[src/rtl/mips_mc_controller.sv]
// Multicycle MIPS control unit: Moore FSM over the instruction phases that drives the
// datapath muxes and write enables, with a Funct-driven ALUControl in R-type execute.
module mips_mc_controller #(
    parameter int unsigned STATE_W = 4
) (
    input  logic               clk,
    input  logic               reset,
    input  logic [5:0]         Op,
    input  logic [5:0]         Funct,
    input  logic               Zero,
    output logic [2:0]         ALUControl,
    output logic [1:0]         ALUSrcA,
    output logic [1:0]         ALUSrcB,
    output logic [1:0]         PCSrc,
    output logic               IorD,
    output logic               IRWrite,
    output logic               MemWrite,
    output logic               RegWrite,
    output logic               RegDst,
    output logic               MemtoReg,
    output logic               PCEn,
    output logic               IllegalOp,
    output logic [STATE_W-1:0] State
);

    localparam logic [5:0] OP_RTYPE = 6'b000000;
    localparam logic [5:0] OP_LW    = 6'b100011;
    localparam logic [5:0] OP_SW    = 6'b101011;
    localparam logic [5:0] OP_BEQ   = 6'b000100;
    localparam logic [5:0] OP_ADDI  = 6'b001000;
    localparam logic [5:0] OP_LUI   = 6'b001111;
    localparam logic [5:0] OP_J     = 6'b000010;

    typedef enum logic [STATE_W-1:0] {
        S_FETCH   = STATE_W'(0),
        S_DECODE  = STATE_W'(1),
        S_MEMADR  = STATE_W'(2),
        S_MEMRD   = STATE_W'(3),
        S_MEMWB   = STATE_W'(4),
        S_MEMWR   = STATE_W'(5),
        S_RTYPEEX = STATE_W'(6),
        S_RTYPEWB = STATE_W'(7),
        S_BEQEX   = STATE_W'(8),
        S_ITYPEEX = STATE_W'(9),
        S_ITYPEWB = STATE_W'(10),
        S_JEX     = STATE_W'(11)
    } state_t;

    state_t     r_state;
    state_t     w_next;
    logic       w_funct_ok;
    logic [2:0] w_rt_aluctrl;
    logic [1:0] w_rt_srca;
    logic       w_pcwrite;
    logic       w_branch;
    logic       w_irwrite;
    logic       w_memwrite;
    logic       w_regwrite;
    logic       w_illegal;

    always_ff @(posedge clk or posedge reset) begin
        if (reset) begin
            r_state <= S_FETCH;
        end else begin
            r_state <= w_next;
        end
    end

    // R-type function decode; shifts take their amount from the shamt field
    always_comb begin
        w_funct_ok   = 1'b1;
        w_rt_aluctrl = 3'd0;
        w_rt_srca    = 2'd1;
        case (Funct)
            6'b100000: w_rt_aluctrl = 3'd2;
            6'b100010: w_rt_aluctrl = 3'd3;
            6'b100100: w_rt_aluctrl = 3'd0;
            6'b100101: w_rt_aluctrl = 3'd1;
            6'b101010: w_rt_aluctrl = 3'd6;
            6'b000000: begin
                w_rt_aluctrl = 3'd4;
                w_rt_srca    = 2'd2;
            end
            6'b000010: begin
                w_rt_aluctrl = 3'd5;
                w_rt_srca    = 2'd2;
            end
            default: begin
                w_funct_ok = 1'b0;
                w_rt_srca  = 2'd0;
            end
        endcase
    end

    always_comb begin
        w_next     = S_FETCH;
        ALUControl = 3'd0;
        ALUSrcA    = 2'd0;
        ALUSrcB    = 2'd0;
        PCSrc      = 2'd0;
        IorD       = 1'b0;
        RegDst     = 1'b0;
        MemtoReg   = 1'b0;
        w_pcwrite  = 1'b0;
        w_branch   = 1'b0;
        w_irwrite  = 1'b0;
        w_memwrite = 1'b0;
        w_regwrite = 1'b0;
        w_illegal  = 1'b0;
        case (r_state)
            S_FETCH: begin
                w_irwrite  = 1'b1;
                ALUSrcB    = 2'd1;
                ALUControl = 3'd2;
                w_pcwrite  = 1'b1;
                w_next     = S_DECODE;
            end
            S_DECODE: begin
                ALUSrcB    = 2'd3;
                ALUControl = 3'd2;
                case (Op)
                    OP_LW, OP_SW:    w_next = S_MEMADR;
                    OP_RTYPE: begin
                        if (w_funct_ok) begin
                            w_next = S_RTYPEEX;
                        end else begin
                            w_illegal = 1'b1;
                        end
                    end
                    OP_BEQ:          w_next = S_BEQEX;
                    OP_ADDI, OP_LUI: w_next = S_ITYPEEX;
                    OP_J:            w_next = S_JEX;
                    default:         w_illegal = 1'b1;
                endcase
            end
            S_MEMADR: begin
                ALUSrcA    = 2'd1;
                ALUSrcB    = 2'd2;
                ALUControl = 3'd2;
                w_next     = (Op == OP_LW) ? S_MEMRD : S_MEMWR;
            end
            S_MEMRD: begin
                IorD   = 1'b1;
                w_next = S_MEMWB;
            end
            S_MEMWB: begin
                MemtoReg   = 1'b1;
                w_regwrite = 1'b1;
            end
            S_MEMWR: begin
                IorD       = 1'b1;
                w_memwrite = 1'b1;
            end
            S_RTYPEEX: begin
                ALUControl = w_rt_aluctrl;
                ALUSrcA    = w_rt_srca;
                w_next     = S_RTYPEWB;
            end
            S_RTYPEWB: begin
                RegDst     = 1'b1;
                w_regwrite = 1'b1;
            end
            S_BEQEX: begin
                ALUSrcA    = 2'd1;
                ALUControl = 3'd3;
                PCSrc      = 2'd1;
                w_branch   = 1'b1;
            end
            S_ITYPEEX: begin
                ALUSrcB = 2'd2;
                if (Op == OP_LUI) begin
                    ALUControl = 3'd7;
                end else begin
                    ALUSrcA    = 2'd1;
                    ALUControl = 3'd2;
                end
                w_next = S_ITYPEWB;
            end
            S_ITYPEWB: w_regwrite = 1'b1;
            S_JEX: begin
                PCSrc     = 2'd2;
                w_pcwrite = 1'b1;
            end
            default: w_next = S_FETCH;
        endcase
    end

    // Write enables are masked during reset since reset parks the FSM in FETCH
    assign IRWrite   = w_irwrite  & ~reset;
    assign MemWrite  = w_memwrite & ~reset;
    assign RegWrite  = w_regwrite & ~reset;
    assign IllegalOp = w_illegal  & ~reset;
    assign PCEn      = (w_pcwrite | (w_branch & Zero)) & ~reset;
    assign State     = r_state;

endmodule

[config.mk]
export PLATFORM = sky130hd
export DESIGN_NAME = mips_mc_controller
export DESIGN_NICKNAME = d
export VERILOG_FILES = /design/src/rtl/mips_mc_controller.sv
export SDC_FILE = /design/constraint.sdc
export NUM_CORES = 1
export LEC_CHECK = 0
export CORE_UTILIZATION = 43
export DETAILED_ROUTE_END_ITERATION = 6
export PLACE_DENSITY = 0.83
export SYNTH_ARGS = -nofsm -noshare
export SYNTH_HDL_FRONTEND = slang
export SYNTH_SLANG_ARGS = --single-unit
[constraint.sdc]
create_clock -name clk -period 3.7 [get_ports clk]
set_input_delay 0.74 -clock clk [delete_from_list [all_inputs] [get_ports clk]]
set_output_delay 0.74 -clock clk [all_outputs]
set_load 0.005 [all_outputs]
==> Word level (Yosys, flattened, before mapping) <==
Index checks and enable logic that the tools add are counted.
{ "totals": {"regBits": 4, "in_bits": 15, "output_inout_bits": 21, "wordCells": 71} }
{ "classes": {"eq_ne": 23, "muxes": 24, "n_bitwise": 8, "n_reduce_logical": 15} }
{ "op_table": {"columns": ["op", "count"], "rows": [
  ["$eq A6 B6 Y1 const B", 7],
  ["$pmux W4 S6", 1],
  ["$pmux W4 S5", 1],
  ["$pmux W3 S6", 1],
  ["$eq A4 B3 Y1 const B", 4],
  ["$eq A4 B4 Y1 const B", 4],
  ["$reduce_or A2 Y1", 7],
  ["$eq A6 B2 Y1 const B", 2],
  ["$eq A6 B4 Y1 const B", 2],
  ["$logic_not A6 Y1", 2],
  ["$mux W1", 12],
  ["$pmux W2 S3", 2],
  ["$pmux W3 S4", 1],
  ["$mux W3", 3],
  ["$eq A4 B2 Y1 const B", 2],
  ["$pmux W2 S2", 2],
  ["$reduce_or A7 Y1", 1],
  ["$and A1 B1 Y1", 6],
  ["$eq A6 B3 Y1 const B", 1],
  ["$reduce_or A3 Y1", 2],
  ["$reduce_or A6 Y1", 1],
  ["$reduce_or A5 Y1", 1],
  ["$eq A4 B1 Y1 const B", 1],
  ["$logic_not A4 Y1", 1],
  ["3 further kinds", 3]
]} }

==> Logic depth before layout (Yosys ltp) <==
Gate-level depths: netlist of run 1.
{ "logic_depth": {"depth_word": 7, "depth_mapped": 6, "mapped_depth_nobuf": 4} }

==> Worst setup path after synthesis of run 1 <==
Ideal clock, no wire load.
{ "synth_path": {"path_kind": "input to output", "startpoint": "in Op[3]", "endpoint": "out ALUSrcA[0]", "t_arrival_ns": 1.757, "required_ns": 2.960, "setup_slack_ns": 1.203, "path_stages": 5, "path_buffers": 1, "cell_sequence": "clkbuf_1 nand4_1 nor3_1 nor3_1 or3_1"} }
{ "synth_between": {"elab_chain_len": 3} }
{ "synth_rtl": {"columns": ["item", "line_no", "text"], "rows": [
  ["start: declaration", "8", "input logic [5:0] Op,"],
  ["$eq A6 B4 Y1", "171", "if (Op == OP_LUI) begin"],
  ["$mux W1", "171", null],
  ["$pmux W2 S3", "110", "case (r_state)"],
  ["end: declaration", "12", "output logic [1:0] ALUSrcA,"]
]} }
Every way passes these cells.

==> Worst setup path after layout of run 1 <==
{ "layout_path": {"startpoint": "in Op[2]", "endpoint": "out ALUSrcA[0]"} }
The elaborated chain is that of the path after synthesis.

==> impl_metrics.yaml, run 1 <==
yosys:
  synth_nets: 123
  synth_seq_cells: 4
  yosysUniqueCellTypes: 40
  synth_area_um2: 718
  syn_inst: 108
  ys_seq_area_share_pct: 13.9
  avgSynthCellArea_um2: 6.65
  ys_warn_count: 0
cts:
  cts_resized: 0
  holdBufCountCts: 0
  clk_pin_slew_ns: 0.04
  cts_tree: "built"
  cts_inserted_buffers: 3
  cts_setup_buffers: 0
  clock-root-buffer: "clkbuf_4"
  clkSinkCount: 4
  cts_buffer_depth: 2
  clkLatencyLatePin_ns: 0.23
  htree_levels: 1
floorplanning:
  core.rowCount: 14
  start_util_pct: 46.6
  core-area_um2: 1540
  die_x_um: 42.9
  die_h_um: 42.9
  num_io_pins: 36
  dieArea_um2: 1840
critical_path:
  end_kind: "primary output"
  r2r_slack_ns: 2.25
  critPathLaunch: "Op[2]"
  worstSetupPathType: "in2out"
  critPathCapture: "ALUSrcA[0]"
  cp_num_buf_inv: 2
  slowest_stage: "clkdlybuf4s50_1"
  path_depth: 6
  rr_endpoint: "State[1]$_DFF_PP0_"
  crit_chain: "clkdlybuf4s50_1 -> nand4_1 -> nor3_1 -> nor3_1 -> or3_1 -> clkdlybuf4s50_1"
  crit_fanout: 9
  r2r-start: "State[1]$_DFF_PP0_"
  start_kind: "input pin"
  critical_path.max_stage_delay_ns: 0.62
  arrival_ns: 2.74
  ff2ff_path_depth: 4
  required_ns: 2.96
  crit_family: "buffers and inverters"
drt:
  dr.first_iter.drc_count: 12
  firstDrtPassIters: 4
  route.detailed.drc: 0
  wl_per_cell_um: 12.9
  routed_wl_mm: 2.02
  route.vias.total: 918
  postRouteAntennaNets: 0
  vias_per_cell: 5.88
power:
  p_leak_uw: 0.000393
  ir_worst_vdd_mv: 0.187
  p_sw_share_pct: 40.8
  p_total_uw: 346
  comb_power_share_pct: 60.8
  power.switching_uw: 141
  power_frac_seq_pct: 24.1
  p_int_uw: 205
  p_per_area_nw_per_um2: 317
  pwr-share-clk_pct: 15.1
cells_and_area:
  stdcell_count: 156
  n_fill_cell: 128
  diodes: 0
  fin_util_pct: 70.9
  largest_reg_flops: 4
  area_growth_pct: 52.3
  final_nets: 157
  layout-drive-gt1-share_pct: 9.29
global_routing:
  grt_max_degree: 19
  grt_util_all_layers_pct: 24.6
  overflow: 0
  antenna_found_initial: 0
  grt_first_pass_wirelength_mm: 3.56
  first_global_vias: 777
timing:
  finalCritPeriodShare_pct: 94.1
  relSlewSlack_pct: 63.4
  hold_viol: 0
  fmax_mhz: 287
  rsz0062_at_grt: "false"
  maxSlewViolCount: 0
  min_period_ns: 3.48
  setup-violations-final: 0
  finalClockSkew_ns: 0.000641
  worstMarginPinSlew_ns: 0.549
  fin_setup_tns_ns: 0
placement:
  hpwl_mm: 1.64
  dp_cells: 153
  io_buffer_count: 35
  gp_congestion: 0.900
run:
  maxCapViolations: 0
status:
  status: "finished clean"
min_path:
  hp-class: "reg2reg"
synth_stat cells, drive strengths merged:
master | instances | area share [%]
nand3b | 2 | 2.1
o41ai | 1 | 1.2
a211o | 1 | 1.2
maj3 | 1 | 1.4
o221ai | 1 | 1.2
mux2i | 2 | 2.8
a211oi | 2 | 2.1
nand4b | 1 | 1.2
a2111oi | 2 | 3.3
clkbuf | 7 | 3.7
nand2b | 2 | 1.7
nor3 | 13 | 9.1
o211ai | 1 | 1.0
o22a | 1 | 1.2
a21boi | 2 | 2.1
o22ai | 3 | 2.6
nand2 | 5 | 2.6
nand4 | 2 | 1.7
dfrtp | 4 | 14
or3b | 1 | 1.2
nor4 | 2 | 3.8
o31ai | 1 | 1.0
nand3 | 5 | 3.5
buf | 3 | 3.0
xnor2 | 2 | 2.4
o2111a | 1 | 1.6
or4 | 1 | 1.6
a21oi | 6 | 4.7
nor2 | 10 | 5.2
nor2b | 1 | 0.87
o21ai | 8 | 5.6
or3 | 3 | 2.6
or2 | 1 | 0.87
nor3b | 1 | 1.0
inv | 9 | 4.7
metal layers:
layer,global-route usage (%),share of wire (%),vias to the layer above
li1,-,-,469
met1,34.2,42,392
met2,41.5,49,57
met3,3.83,8.2,0
met4,1.88,0,0
met5,0,0,-
worst min path at each step:
stage	start	endpoint	slack, ns	cells after the start
finish	State[3]$_DFF_PP0_	State[2]$_DFF_PP0_	0.64	1
global route	State[3]$_DFF_PP0_	State[2]$_DFF_PP0_	0.68	1
CTS	State[3]$_DFF_PP0_	State[2]$_DFF_PP0_	0.64	1
detailed placement	State[3]$_DFF_PP0_	State[2]$_DFF_PP0_	0.63	1
global placement	State[3]$_DFF_PP0_	State[2]$_DFF_PP0_	0.63	1
floorplan	reset	State[0]$_DFF_PP0_	0.51	1
stage by stage:
| stage | cell area (um2) | setup WS, ns | hold WS [ns] |
|---|---|---|---|
| floorplan | 718 | 1.20 | 0.515 |
| detailed placement | 1070 | 0.234 | 0.633 |
| global route | 1090 | 0.0851 | 0.685 |
| global placement | 1070 | 0.265 | 0.627 |
| CTS | 1090 | 0.237 | 0.639 |
| finish | 1090 | 0.220 | 0.642 |
power by group through the flow:
stage                     Combinational (uW)  Clock, uW  Sequential, uW
final                                    210       52.4            83.5
after global routing                     234       58.7            86.9
after CTS                                212       53.8            83.4
after detailed placement                 211          0            83.8
after global placement                   206          0            84.5
after floorplan                          122          0            60.3
cell families after synthesis:
kind of cell	synth area share, %
AND/OR/NAND/NOR	39.2
AO/OA/AOI/OAI	28.9
buffers and inverters	11.3
flip-flops	13.9
XOR/XNOR	2.44
multiplexers	2.79
adder cells (fa/ha/maj)	1.39
final cells by class:
cell class / instances / area (um2) / share of cell area [%]
Clock buffer: 3 / 22.5 / 2.06
Inverter: 9 / 33.8 / 3.09
Multi-Input combinational cell: 85 / 537 / 49.1
Sequential cell: 4 / 100 / 9.15
Timing Repair Buffer: 39 / 380 / 34.8
Tap cell: 16 / 20.0 / 1.83
layout by cell type (no fill, tap or decap), types with 2 or more instances in the layout:
master           instances
nand2b_1                 2
dfrtp_1                  4
clkbuf_4                 3
nand2_1                  5
clkdlybuf4s50_1         35
nor3_1                  13
xnor2_1                  2
nand3b_1                 2
a21oi_1                  5
mux2i_1                  2
o21ai_0                  7
a21boi_0                 2
a211oi_1                 2
nand4_1                  2
buf_4                    4
nor2_1                  10
or3_1                    3
nand3_1                  5
inv_1                    9
o22ai_1                  3
Note: power is estimated with default switching activity, not from simulation.
==> inputs of run 2 (changes only) <==
CORE_UTILIZATION = 35   (was 43)
CTS_BUF_LIST = sky130_fd_sc_hd__clkbuf_8   (was not set)
PLACE_DENSITY = 0.69   (was 0.83)
==> impl_metrics.yaml, run 2 (synthesis results as in run 1) <==
status:
  status: "finished clean"
timing:
  whs_ns: 0.627
  hold_viol: 0
  maxSlewViolCount: 0
  finalClockSkew_ns: 0.00197
  rsz0062_at_grt: "false"
  setup-violations-final: 0
  fin_setup_tns_ns: 0
  relSlewSlack_pct: 61.4
  min_period_ns: 3.43
  worstMarginPinSlew_ns: 0.578
  fmax_mhz: 291
  finalCritPeriodShare_pct: 92.8
  final.setup.worst_slack_ns: 0.267
power:
  ir_worst_vdd_mv: 0.264
  p_total_uw: 389
  p_per_area_nw_per_um2: 346
  p_leak_uw: 0.000401
global_routing:
  antenna_found_initial: 0
  first_global_vias: 809
  grt_first_pass_wirelength_mm: 3.43
  grt_util_all_layers_pct: 21.6
  overflow: 0
  grt_max_degree: 19
cts:
  cts_buffer_depth: 2
  clkLatencyLatePin_ns: 0.22
  clk_pin_slew_ns: 0.03
  cts_setup_buffers: 0
  htree_levels: 1
  cts_resized: 0
  holdBufCountCts: 0
  clock-root-buffer: "clkbuf_8"
  clkSinkCount: 4
  cts_inserted_buffers: 3
  cts_tree: "built"
placement:
  hpwl_mm: 1.68
  io_buffer_count: 35
  pre_cts_ws_ns: 0.263
  gp_congestion: 0.809
cells_and_area:
  layout_commonest_cell: "clkdlybuf4s50_1"
  n_fill_cell: 197
  diodes: 0
  layout-drive-gt1-share_pct: 9.29
  final_nets: 157
  largest_reg_flops: 4
  area_growth_pct: 56.8
  layout_common_cells: "clkdlybuf4s50_1 (35), nor3_1 (13), nor2_1 (10)"
  fin_util_pct: 58.0
drt:
  firstDrtPassIters: 5
  wl_per_cell_um: 12.7
  dr.first_iter.drc_count: 24
  route.vias.total: 950
  routed_wl_mm: 2.12
  vias_per_cell: 5.69
  route.detailed.drc: 0
  postRouteAntennaNets: 0
critical_path:
  critical_path.most_common_cell: "clkdlybuf4s50_1"
  critPathLaunch: "Op[4]"
  crit_chain: "clkdlybuf4s50_1 -> or4_4 -> nor4_4 -> nand2_1 -> o2111a_1 -> clkdlybuf4s50_1"
  arrival_ns: 2.69
  r2r-start: "State[1]$_DFF_PP0_"
  end_kind: "primary output"
  critical_path.max_stage_delay_ns: 0.59
  slowest_stage: "or4_4"
  crit_fanout: 7
  required_ns: 2.96
  worstSetupPathType: "in2out"
  start_kind: "input pin"
floorplanning:
  core-area_um2: 1940
  die_x_um: 47.3
  die_h_um: 47.3
  start_util_pct: 37.0
  core.rowCount: 16
  dieArea_um2: 2240
  num_io_pins: 36
min_path:
  min_from: "State[3]$_DFF_PP0_"
  hp-class: "reg2reg"
run:
  maxCapViolations: 0
==> run 2: cell counts in the layout (fill, tap and decap cells not counted) <==
No cell type changed its count.
==> run 2: through the flow <==
| step | instance area (um2) | cells |
|---|---|---|
| after detailed placement | 1080 | 164 |
| after global routing | 1130 | 167 |
| final | 1130 | 167 |
| after floorplan | 718 | 108 |
| after CTS | 1130 | 167 |
| after global placement | 1080 | 164 |
==> run 2: area by class of cell <==
| cell class | count | area, um2 | area share (%) |
|---|---|---|---|
| sequential | 4 | 100 | 8.89 |
| inverter | 9 | 33.8 | 3.00 |
| timing repair buffer | 39 | 380 | 33.8 |
| multi-input combinational | 85 | 537 | 47.7 |
| clock buffer | 3 | 41.3 | 3.67 |
| tap | 27 | 33.8 | 3.00 |
==> run 2: worst max-delay path: cells and delay by family <==
kind | cells | cell delay (ns)
buffers and inverters | 2 | 0.95
AO/OA/AOI/OAI | 1 | 0.12
AND/OR/NAND/NOR | 3 | 0.89
==> run 2: final timing paths <==
path / end / slack, ns / depth (start not counted)
max: IllegalOp / 0.27 / 6
min: State[2]$_DFF_PP0_ / 0.63 / 1
max reg2reg: State[1]$_DFF_PP0_ / 2.15 / 4
min reg2reg: State[2]$_DFF_PP0_ / 0.63 / 1
max in group asynchronous: State[1]$_DFF_PP0_ / 2.72 / 2
min in group asynchronous: State[3]$_DFF_PP0_ / 0.81 / 2
==> run 2: routing by layer <==
| layer | track usage [%] | part of all wire, % | up-vias |
|---|---|---|---|
| met2 | 35.6 | 48 | 40 |
| met4 | 11.4 | 3.4 | 0 |
| li1 | - | - | 464 |
| met1 | 25.6 | 44 | 437 |
| met5 | 0 | 0 | - |
| met3 | 5.38 | 4.5 | 9 |
==> run 2: report_power, final <==
group | total [uW] | internal, uW | switching [uW] | leakage [uW]
sequential | 84.2 | 52.5 | 31.8 | 0.0000533
clock | 93.4 | 69.4 | 23.9 | 0.0000216
combinational | 212 | 116 | 95.5 | 0.000326
total | 389 | 238 | 151 | 0.000401
==> inputs of run 3 (changes only) <==
CELL_PAD_IN_SITES_DETAIL_PLACEMENT = 0   (was not set)
CELL_PAD_IN_SITES_GLOBAL_PLACEMENT = 1   (was not set)
CORE_UTILIZATION = 29   (was 35)
PLACE_DENSITY = 0.84   (was 0.69)
==> impl_metrics.yaml, run 3 (synthesis results as in run 1) <==
status:
  status: "finished clean"
timing:
  finalCritPeriodShare_pct: 93.6
  worstMarginPinSlew_ns: 0.418
  fmax_mhz: 289
  relSlewSlack_pct: 72.1
  final.setup.worst_slack_ns: 0.236
  fin_setup_tns_ns: 0
  setup-violations-final: 0
  hold_viol: 0
  min_period_ns: 3.46
  finalClockSkew_ns: 0.000647
  maxSlewViolCount: 0
  rsz0062_at_grt: "false"
cells_and_area:
  diodes: 0
  final_nets: 158
  n_fill_cell: 221
  largest_reg_flops: 4
  stdcell_count: 169
  layout_commonest_cell: "clkdlybuf4s50_1"
  layout-drive-gt1-share_pct: 9.93
  fin_area_um2: 1130
  layout_common_cells: "clkdlybuf4s50_1 (35), nor3_1 (13), nor2_1 (10)"
  area_growth_pct: 58.0
floorplanning:
  core-area_um2: 2280
  start_util_pct: 31.6
  num_io_pins: 36
  core.rowCount: 17
  die_x_um: 51.8
  die_h_um: 51.8
  dieArea_um2: 2680
critical_path:
  crit_chain: "clkdlybuf4s50_1 -> or4_4 -> nor4_4 -> nand2_1 -> o2111a_1 -> clkdlybuf4s50_1"
  slowest_stage: "or4_4"
  critPathLaunch: "Op[4]"
  critPathCapture: "IllegalOp"
  rr_endpoint: "State[0]$_DFF_PP0_"
  ff2ff_path_depth: 5
  end_kind: "primary output"
  crit_fanout: 7
  arrival_ns: 2.72
  worstSetupPathType: "in2out"
  start_kind: "input pin"
  r2r-start: "State[1]$_DFF_PP0_"
  critical_path.most_common_cell: "clkdlybuf4s50_1"
  critical_path.max_stage_delay_ns: 0.59
  required_ns: 2.96
  r2r_slack_ns: 2.21
global_routing:
  grt_max_degree: 16
  grt_util_all_layers_pct: 18.4
  antenna_found_initial: 0
  first_global_vias: 851
  grt_first_pass_wirelength_mm: 3.74
  overflow: 0
drt:
  route.vias.total: 951
  route.detailed.drc: 0
  postRouteAntennaNets: 0
  vias_per_cell: 5.63
  firstDrtPassIters: 4
  wl_per_cell_um: 13.0
  routed_wl_mm: 2.20
  dr.first_iter.drc_count: 24
run:
  maxCapViolations: 0
placement:
  hpwl_mm: 1.76
  pre_cts_ws_ns: 0.232
  dp_cells: 166
  io_buffer_count: 35
  gp_congestion: 0.864
  postPlaceCellArea_um2: 1090
cts:
  clock-root-buffer: "clkbuf_8"
  cts_resized: 0
  cts_inserted_buffers: 3
  cts_setup_buffers: 0
  cts_tree: "built"
  clkSinkCount: 4
  clk_pin_slew_ns: 0.03
  holdBufCountCts: 0
  htree_levels: 1
  cts_buffer_depth: 2
  clkLatencyLatePin_ns: 0.21
power:
  ir_worst_vdd_mv: 0.211
  p_per_area_nw_per_um2: 344
  p_leak_uw: 0.000407
min_path:
  hp-class: "reg2reg"
## run 3: how the worst min path moves through the flow
stage               cells after the start                from                 end
detailed placement                      1  State[3]$_DFF_PP0_  State[2]$_DFF_PP0_
floorplan                               1               reset  State[0]$_DFF_PP0_
global placement                        1  State[3]$_DFF_PP0_  State[2]$_DFF_PP0_
CTS                                     1  State[3]$_DFF_PP0_  State[2]$_DFF_PP0_
global route                            1  State[3]$_DFF_PP0_  State[2]$_DFF_PP0_
finish                                  1  State[3]$_DFF_PP0_  State[2]$_DFF_PP0_
## run 3: cell type report
cell class | count | area (um2) | area share, %
repair buffers | 40 | 388 | 34.2
flip-flops and latches | 4 | 100 | 8.82
inverters | 9 | 33.8 | 2.98
multi-input cells | 85 | 537 | 47.3
well taps | 28 | 35.0 | 3.09
clock buffers | 3 | 41.3 | 3.64
## run 3: worst max-delay path: cells and delay by family
family                 cells  cell delay [ns]
AOI/OAI and AO/OA          1             0.13
and+or+nand+nor            3             0.89
buffers and inverters      2             0.96
## run 3: stage by stage
step                hold slack, ns  util, %  power (uW)
floorplan                    0.515        -         183
global placement             0.635     48.0         299
detailed placement           0.641     48.0         301
CTS                          0.646     49.9         394
global route                 0.704     49.9         423
finish                       0.647     49.9         391
## run 3: per-layer routing
| layer | share of wire (%) | global-route usage [%] |
|---|---|---|
| met1 | 44 | 22.8 |
| met2 | 47 | 31.0 |
| met3 | 9.0 | 4.09 |
| met4 | 0.86 | 6.76 |
| met5 | 0 | 0 |
## run 3: power by group
part | leakage, uW | internal (uW) | switching (uW)
Clock | 0.0000216 | 69.2 | 20.8
Combinational | 0.000332 | 117 | 102
Sequential | 0.0000533 | 52.5 | 29.1
Total | 0.000407 | 239 | 152
==> variant: new RTL, settings of run 3 <==
Make the reset (`reset`) synchronous in one clocked block.
--- a/src/rtl/mips_mc_controller.sv
+++ b/src/rtl/mips_mc_controller.sv
@@ -60,3 +60,3 @@
 
-    always_ff @(posedge clk or posedge reset) begin
+    always_ff @(posedge clk) begin
         if (reset) begin
Behaviour: differs if reset is asserted again (counterexample within 4 cycles, from zero or initial values and one cycle with reset high); with reset held inactive, the same outputs for 10 cycles.
==> variant against run 3 <==
Sequential share of layout area fell by 1.9 points. Wire length increased by 1.9%. Sequential cell count is the same. First-iteration DRC count increased by 46%. Design area is 2.2% higher. Worst setup slack better by 0.15 ns. Area after synthesis rose by 9.4%.
Power is not compared: it rests on default switching activity, and its combinational part moved more than twofold at a synthesized area within 25%.
==> variant: results (changes against run 3) <==
The pin count of the biggest net entering global routing is 18 (+2). The via count of the first global-routing pass came out at 777 (-8.7%). The net count after synthesis is 132 (+7.3%). The final estimated routing congestion in global placement is 0.786 (-8.9%). The routed wirelength normalized by instance count is 12.5 um (-4.3%).

The sequential-to-total area share from yosys stat is 10.2% (-3.7 points). The count of fill cells added during filler insertion is 266 (+20%). The horizontal extent of the die was 54.1 um (+4.4%).

The global routing usage summed across all routing layers is 16.4% (-2.1 points). The count of inserted antenna diode cells is 0 (unchanged). The iteration-0 DRC count of the detailed router came to 35 (+46%). The first-pass GRT wire length is 3.46 mm (-7.6%). The global routing usage on met3 came to 3.11% (-0.99 points). The met1 usage is 19.1% (-3.7 points). The slew at the pin closest to its max-slew limit came out at 0.586 ns (+0.168 ns).

After synthesis, the most frequently instantiated cells are nor2_1 (13), nand2_1 (12), nor3_1 (11). The setup clock skew after layout was 0.00344 ns (+0.00279 ns). Among all flip-flop cells after synthesis, the most frequent one is dfxtp_1. The half-perimeter wire length after detailed placement is 1.73 mm (-1.7%).

The net count reported at finish came out at 167 (+5.7%). The fraction of final layout cells with drive strength greater than 1 was 8.67% (-1.3 points). The count of different cell masters after synthesis came out at 45 (+13%). The fraction of synthesis flops using an asynchronous set or reset pin came to 0% (-100 points). The total via count after detailed routing is 996 (+4.7%). After synthesis, the cell types taking the most area are dfxtp_1 (10%), nor3_1 (7.0%), nor2_1 (6.2%). The number of optimization iterations in the first detailed-route pass is 4 (unchanged). The met2 global-route usage is 29.6% (-1.3 points). The setup slack on the worst flop-to-flop path came to 2.07 ns (-0.14 ns). The run finished with clean final reports.
==> variant: changes by cell type in the layout (fill, tap and decap cells not counted), sizes merged, moves of 4 or more <==
cell,change
nand2b,+4
nand2,+7
dfrtp,-4
dfxtp,+4
inv,-6
==> variant: power groups by stage <==
stage               registers [mW]  logic [mW]  clock network [mW]
floorplan                   0.0460      0.0423                   0
global placement            0.0484      0.0703                   0
detailed placement          0.0484      0.0705                   0
CTS                         0.0478      0.0708              0.0932
global route                0.0482      0.0772              0.0960
finish                      0.0479      0.0707              0.0929
==> variant: final timing paths <==
| kind | cells after the start | endpoint | start |
|---|---|---|---|
| max | 6 | ALUControl[0] | Op[5] |
| min | 2 | State[3] | State[2] |
| max reg2reg | 4 | State[0] | State[0] |
| min reg2reg | 2 | State[3] | State[2] |
==> variant: per-stage QoR <==
stage | power, mW | setup slack [ns] | instance area (um2) | std cells | hold slack (ns)
after floorplan | 0.0884 | 1.38 | 786 | 117 | 0.568
after global placement | 0.119 | 0.429 | 1120 | 177 | 0.597
final | 0.212 | 0.384 | 1160 | 180 | 0.599
after detailed placement | 0.119 | 0.403 | 1120 | 177 | 0.596
after CTS | 0.212 | 0.406 | 1160 | 180 | 0.600
after global routing | 0.221 | 0.259 | 1160 | 180 | 0.619
==> variant: final cells by class <==
class / count / area, um2 / area share, %
Clock buffer: 3 / 41.3 / 3.56
Inverter: 3 / 11.3 / 0.971
Multi-Input combinational cell: 100 / 602 / 51.9
Sequential cell: 4 / 80.1 / 6.90
Tap cell: 30 / 37.5 / 3.24
Timing Repair Buffer: 40 / 388 / 33.4
==> variant: kinds of logic (layout without fill, tap and decap cells) <==
family,count (synthesis),after routing,synth area share (%)
compound gates,33,33,29.3
xor+xnor,3,3,4.30
fa+ha+maj,1,1,1.27
buf+inv,13,46,13.2
flops,4,4,10.2
simple gates,63,63,41.7
==> variant: worst max-delay path, stage by stage <==
cell and delay [ns]:
clkdlybuf4s50_1 0.52, nor2_1 0.29, nand2_1 0.12, a211o_1 0.30, o21ai_0 0.07, clkdlybuf4s50_1 0.53
==> variant: metal layers <==
metal	routed length [um]	part of all wire [%]
met1	985	44
met2	1070	48
met3	172	7.7
met4	13	0.58
met5	0	0
